<file path="config.mk">
export PLATFORM = sky130hd
export DESIGN_NAME = serial_magnitude_comparator
export DESIGN_NICKNAME = d
export VERILOG_FILES = /design/src/rtl/serial_cmp_pkg.sv /design/src/rtl/serial_cmp_cell.sv /design/src/rtl/serial_magnitude_comparator.sv
export SDC_FILE = /design/constraint.sdc
export NUM_CORES = 1
export LEC_CHECK = 0
export CORE_UTILIZATION = 38
export CTS_CLUSTER_SIZE = 40
export DETAILED_ROUTE_END_ITERATION = 10
export PLACE_DENSITY = 0.64
export RECOVER_POWER = 50
export SYNTH_ARGS = -nofsm -noshare
export SYNTH_HDL_FRONTEND = slang
export SYNTH_SLANG_ARGS = --single-unit
</file>
<file path="constraint.sdc">
create_clock -name clk -period 3.2 [get_ports clk]
set_input_delay 0.8 -clock clk [delete_from_list [all_inputs] [get_ports clk]]
set_output_delay 0.8 -clock clk [all_outputs]
set_load 0.03 [all_outputs]
</file>
<file path="src/rtl/serial_cmp_pkg.sv">
// Shared definitions for the bit-serial magnitude comparator: state encoding,
// default operand width and index-counter width helper.
package serial_cmp_pkg;

  typedef enum logic [1:0] {
    ST_IDLE = 2'd0,
    ST_RUN  = 2'd1,
    ST_DONE = 2'd2
  } state_t;

  localparam int DEFAULT_WIDTH = 6;

  function automatic int cnt_w(input int w);
    return (w <= 2) ? 1 : $clog2(w);
  endfunction

endpackage

</file>
<file path="src/rtl/serial_cmp_cell.sv">
// Per-bit decision cell: flags a not-yet-decided differing bit and the ordering it implies.
// At the sign bit a set A bit means A is negative, so signed ordering inverts there.
module serial_cmp_cell (
  input  logic abit,
  input  logic bbit,
  input  logic is_msb,
  input  logic decided,
  output logic differ,
  output logic ltu_bit,
  output logic lt_bit
);

  always_comb begin
    differ  = (abit ^ bbit) & ~decided;
    ltu_bit = ~abit & bbit;
    lt_bit  = is_msb ? (abit & ~bbit) : (~abit & bbit);
  end

endmodule

</file>
<file path="src/rtl/serial_magnitude_comparator.sv">
// Bit-serial lt/ltu/eq comparator, MSB-first scan with valid/ready on both sides.
// Define SERIAL_CMP_EARLY_EXIT_EN to finish on the first differing bit instead of after WIDTH bits.
module serial_magnitude_comparator
  import serial_cmp_pkg::*;
#(
  parameter int WIDTH = DEFAULT_WIDTH
) (
  input  logic             clk,
  input  logic             rst_n,
  input  logic             in_valid,
  output logic             in_ready,
  input  logic [WIDTH-1:0] a,
  input  logic [WIDTH-1:0] b,
  output logic             out_valid,
  input  logic             out_ready,
  output logic             lt,
  output logic             ltu,
  output logic             eq
);

  localparam int CW = cnt_w(WIDTH);
  localparam logic [CW-1:0] CNT_MSB = CW'(WIDTH - 1);

  state_t           state_q, state_d;
  logic [WIDTH-1:0] a_sh_q, a_sh_d, b_sh_q, b_sh_d;
  logic [CW-1:0]    cnt_q, cnt_d;
  logic             decided_q, decided_d;
  logic             lt_q, lt_d, ltu_q, ltu_d, eq_q, eq_d;
  logic             out_valid_q, out_valid_d;
  logic             differ, ltu_bit, lt_bit;

  serial_cmp_cell u_cell (
    .abit    (a_sh_q[WIDTH-1]),
    .bbit    (b_sh_q[WIDTH-1]),
    .is_msb  (cnt_q == CNT_MSB),
    .decided (decided_q),
    .differ  (differ),
    .ltu_bit (ltu_bit),
    .lt_bit  (lt_bit)
  );

  always_comb begin
    state_d     = state_q;
    a_sh_d      = a_sh_q;
    b_sh_d      = b_sh_q;
    cnt_d       = cnt_q;
    decided_d   = decided_q;
    lt_d        = lt_q;
    ltu_d       = ltu_q;
    eq_d        = eq_q;
    out_valid_d = out_valid_q;
    case (state_q)
      ST_IDLE: begin
        if (in_valid) begin
          a_sh_d    = a;
          b_sh_d    = b;
          cnt_d     = CNT_MSB;
          decided_d = 1'b0;
          lt_d      = 1'b0;
          ltu_d     = 1'b0;
          eq_d      = 1'b0;
          state_d   = ST_RUN;
        end
      end
      ST_RUN: begin
        a_sh_d = {a_sh_q[WIDTH-2:0], 1'b0};
        b_sh_d = {b_sh_q[WIDTH-2:0], 1'b0};
        cnt_d  = cnt_q - CW'(1);
        // Only the first differing bit writes the flags; later bits are masked by decided.
        if (differ) begin
          decided_d = 1'b1;
          lt_d      = lt_bit;
          ltu_d     = ltu_bit;
        end
`ifdef SERIAL_CMP_EARLY_EXIT_EN
        if (differ || (cnt_q == '0)) begin
`else
        if (cnt_q == '0) begin
`endif
          state_d     = ST_DONE;
          out_valid_d = 1'b1;
          eq_d        = ~(decided_q | differ);
        end
      end
      ST_DONE: begin
        if (out_ready) begin
          state_d     = ST_IDLE;
          out_valid_d = 1'b0;
        end
      end
      default: state_d = ST_IDLE;
    endcase
  end

  always_ff @(posedge clk or negedge rst_n) begin
    if (!rst_n) begin
      state_q     <= ST_IDLE;
      a_sh_q      <= '0;
      b_sh_q      <= '0;
      cnt_q       <= '0;
      decided_q   <= 1'b0;
      lt_q        <= 1'b0;
      ltu_q       <= 1'b0;
      eq_q        <= 1'b0;
      out_valid_q <= 1'b0;
    end else begin
      state_q     <= state_d;
      a_sh_q      <= a_sh_d;
      b_sh_q      <= b_sh_d;
      cnt_q       <= cnt_d;
      decided_q   <= decided_d;
      lt_q        <= lt_d;
      ltu_q       <= ltu_d;
      eq_q        <= eq_d;
      out_valid_q <= out_valid_d;
    end
  end

  assign in_ready  = (state_q == ST_IDLE);
  assign out_valid = out_valid_q;
  assign lt        = lt_q;
  assign ltu       = ltu_q;
  assign eq        = eq_q;

endmodule

</file>
==> results <==
- The run finished with clean final reports.
- Once the clock tree was built, the setup fixing pass inserted 0 buffers.
- The maximum level of the CTS H-tree is 1.
- The antenna violation net count after detailed routing is 0.
- The headroom to the max-slew limit is 19.1%.
- The total number of vias is 905.
- Using the TritonRoute via totals, the vias-per-cell ratio works out to 5.39.
- TritonCTS created 3 clock buffers.
- The tool flagged a number of max-cap violations equal to 0.
- The first-pass GRT wire length is 3.95 mm.
- Leaving out fill and tap cells, the most frequent cell in the layout is sky130_fd_sc_hd__dfrtp_1.
- The terminating pin of the worst hold path is cnt_q[1].
- The diode insertion count for antenna repair is 0.
- The critical path is of the reg2out type.
- The clock slew seen by the registers of the worst setup and hold paths is 0.12 ns.
- The synthesis-to-layout area growth is 22.9%.
- The total count of max-transition violations in the final report came to 0.
- At the later pin of the worst-skew pair, clock insertion delay measures 0.31 ns.
- The maximum number of pins on one net before global-route repair is 23.
- The minimum period implied by the final worst setup slack is 2.34 ns.
- For this run, the share of the core covered by cells in the final layout is 49.8%.
- The total negative setup slack is 0 ns.
- The worst clock skew is 0.00410 ns.
- The library cells used most frequently in the layout, excluding fill and tap cells, are sky130_fd_sc_hd__dfrtp_1, sky130_fd_sc_hd__clkdlybuf4s50_1, sky130_fd_sc_hd__nand2_1, sky130_fd_sc_hd__a22oi_1, sky130_fd_sc_hd__o21ai_0.
- The slew at the pin closest to its max-slew limit is 1.21 ns.
- Buffers inserted to repair hold after CTS numbered 0.
- The final estimated routing congestion in global placement is 0.756.
- The number of global-route vias before repair is 827.
- For this design the top-level I/O count stands at 21.
- The endpoint of the lowest-slack register-to-register path is ltu.
- Clock tree synthesis found a total of 22 sinks.
- After technology mapping, the gate count stands at 115.
- The number of standard cells in the final layout excluding fillers is 168.
- In this run the horizontal extent of the chip is 56.7 µm.
- In this run, the number of DRC markers left after iteration 0 of detailed routing was 23.
- The post-synthesis cell type count is 30.
- The worst hold path stage count is 2.
- Of all nets on the critical path, the largest fanout is 2.
- The overall overflow remaining after global route is 0.
- The number of cells in the design after placement is 164.
- The die covers 3220 µm².
- The startpoint identified for the worst hold timing path is cnt_q[1].
- The maximum VDD drop is 0.453 mV.
- The analysis attributes to cell leakage a power of 0.000614 µW.
- The number of nets handed over by synthesis was 136.
- The number of nets in the layout is 159.
- For this run, the detailed router's first-pass iteration total came to 4.
- The die extent in y is 56.7 µm.
- The number of enable flip-flop cells after synthesis is 0.
- The final routed DRC violation total is 0.
- For this run, the number of Yosys warnings is 0.
- Global routing used 16.0% of the available tracks across all layers.
- The worst register-to-register path begins at b_sh_q[5].
- TritonCTS built the clock tree.
- The areal power density over the cells is 810 nW/µm².
- A synthesized cell averages 9.89 µm².
- For this run, the leading register cell type out of synthesis is sky130_fd_sc_hd__dfrtp_1.
- The total number of placement rows is 19.
- The post-synthesis instance area is 1140 µm².
- The first element of the critical path is state_q[0].
- The worst hold slack across all endpoints is 0.498 ns.
- The worst-case clock buffer depth is 2.
- The critical path required time is 2.40 ns.
- The hold violation total from the final report is 0.
- The wire length per cell is 14.0 µm.
- Across all register-to-register paths, the minimum setup slack is 1.68 ns.
- The data arrival time of the critical path is 1.54 ns.
- The highest attainable clock frequency is 0.428 GHz.
- The worst setup path is launched from a flop.
- The effective utilization at floorplan is 40.5%.
- The sequential element share of the synthesized area is 48.4%.
- The number of resized instances in the post-cts repair step is 0.
- Setup repair after global routing left no endpoint under its margin.
- During placement, the flow inserted port buffers numbering 20.
- The critical path endpoint category is an output pin.
- The register bit total from synthesis is 22.
- The share of synthesized registers carrying an async set or reset is 100%.
- Setup violations remaining at the end of the flow were counted as 0.
- The initial antenna violation count came to 0.
- The length in cells of the worst reg-to-reg path is 5.
- The final period utilization is 73.1%.
- The fraction of final layout cells sized beyond drive strength 1 is 6.57%.
- In this run the worst hold path is classified as reg2reg.
- The half-perimeter wire length of the detailed placement result is 1.69 mm.
- The design draws 1130 µW.
- Wires add up to 2.34 mm.
- The core region is 2810 µm².
- In this run the clock root is driven by a sky130_fd_sc_hd__clkbuf_4.
==> cells by family (layout without fill, tap and decap cells) <==
family,count (synthesis),after routing,synth area share (%)
AO/OA/AOI/OAI,45,45,25.1
AND/OR/NAND/NOR,30,30,14.5
flip-flops,22,22,48.4
buffers and inverters,12,34,5.61
adder cells (fa/ha/maj),5,5,5.50
multiplexers,1,1,0.880
==> routing by layer <==
metal  up-vias  track usage (%)  part of all wire, %
met5         -                0                    0
met4         0             3.57                 0.81
met3         2             5.07                  3.0
met2        14             23.8                   43
met1       433             22.6                   53
li1        456                -                    -
==> synthesized netlist by cell type (all sizes together) (2+ instances only) <==
cell type	n	area, µm²
dfrtp	22	551
o21ai	17	85.1
a22oi	11	82.6
nand2	11	41.3
a21oi	7	35.0
and2b	6	45.0
buf	6	41.3
inv	6	22.5
ha	5	62.6
nor2b	4	27.5
a32o	2	20.0
nand2b	2	12.5
nor2	2	7.51
o21bai	2	15.0
==> per-stage QoR <==
stage,setup slack (ns),instance area [µm²]
3_5_place_dp,0.891,1370
3_3_place_gp,0.940,1370
4_1_cts,0.839,1400
2_1_floorplan,1.26,1140
6_report,0.861,1400
5_1_grt,0.777,1400
==> final cells by class <==
| type | instances | area, µm² |
|---|---|---|
| Multi-Input combinational cell | 81 | 523 |
| Timing Repair Buffer | 24 | 226 |
| Clock buffer | 4 | 36.3 |
| Fill cell | 271 | 1410 |
| Sequential cell | 22 | 551 |
| Tap cell | 31 | 38.8 |
| Inverter | 6 | 22.5 |
==> registers in the layout (all words and copies together), names as in the netlist <==
register / flops
eq: 1
b_sh_q: 6
a_sh_q: 6
ltu: 1
lt: 1
cnt_q: 3
decided_q: 1
out_valid: 1
state_q: 2
==> how the worst max path moves through the flow <==
stage | end | cells past startpoint
global placement | a_sh_q[1] | 4
finish | in_ready | 2
floorplan | in_ready | 3
detailed placement | a_sh_q[1] | 4
CTS | in_ready | 2
global route | in_ready | 2
==> where the power goes <==
group / internal, µW / switching, µW
combinational: 224 / 300
sequential: 380 / 75.0
clock: 69.4 / 84.2
total: 673 / 459
==> worst max-delay path, stage by stage (launching register included) <==
cell and delay (ns):
sky130_fd_sc_hd__dfrtp_1 0.40, sky130_fd_sc_hd__nor2_1 0.15, sky130_fd_sc_hd__clkdlybuf4s50_1 0.69
Note: power is estimated with default switching activity, not from simulation.
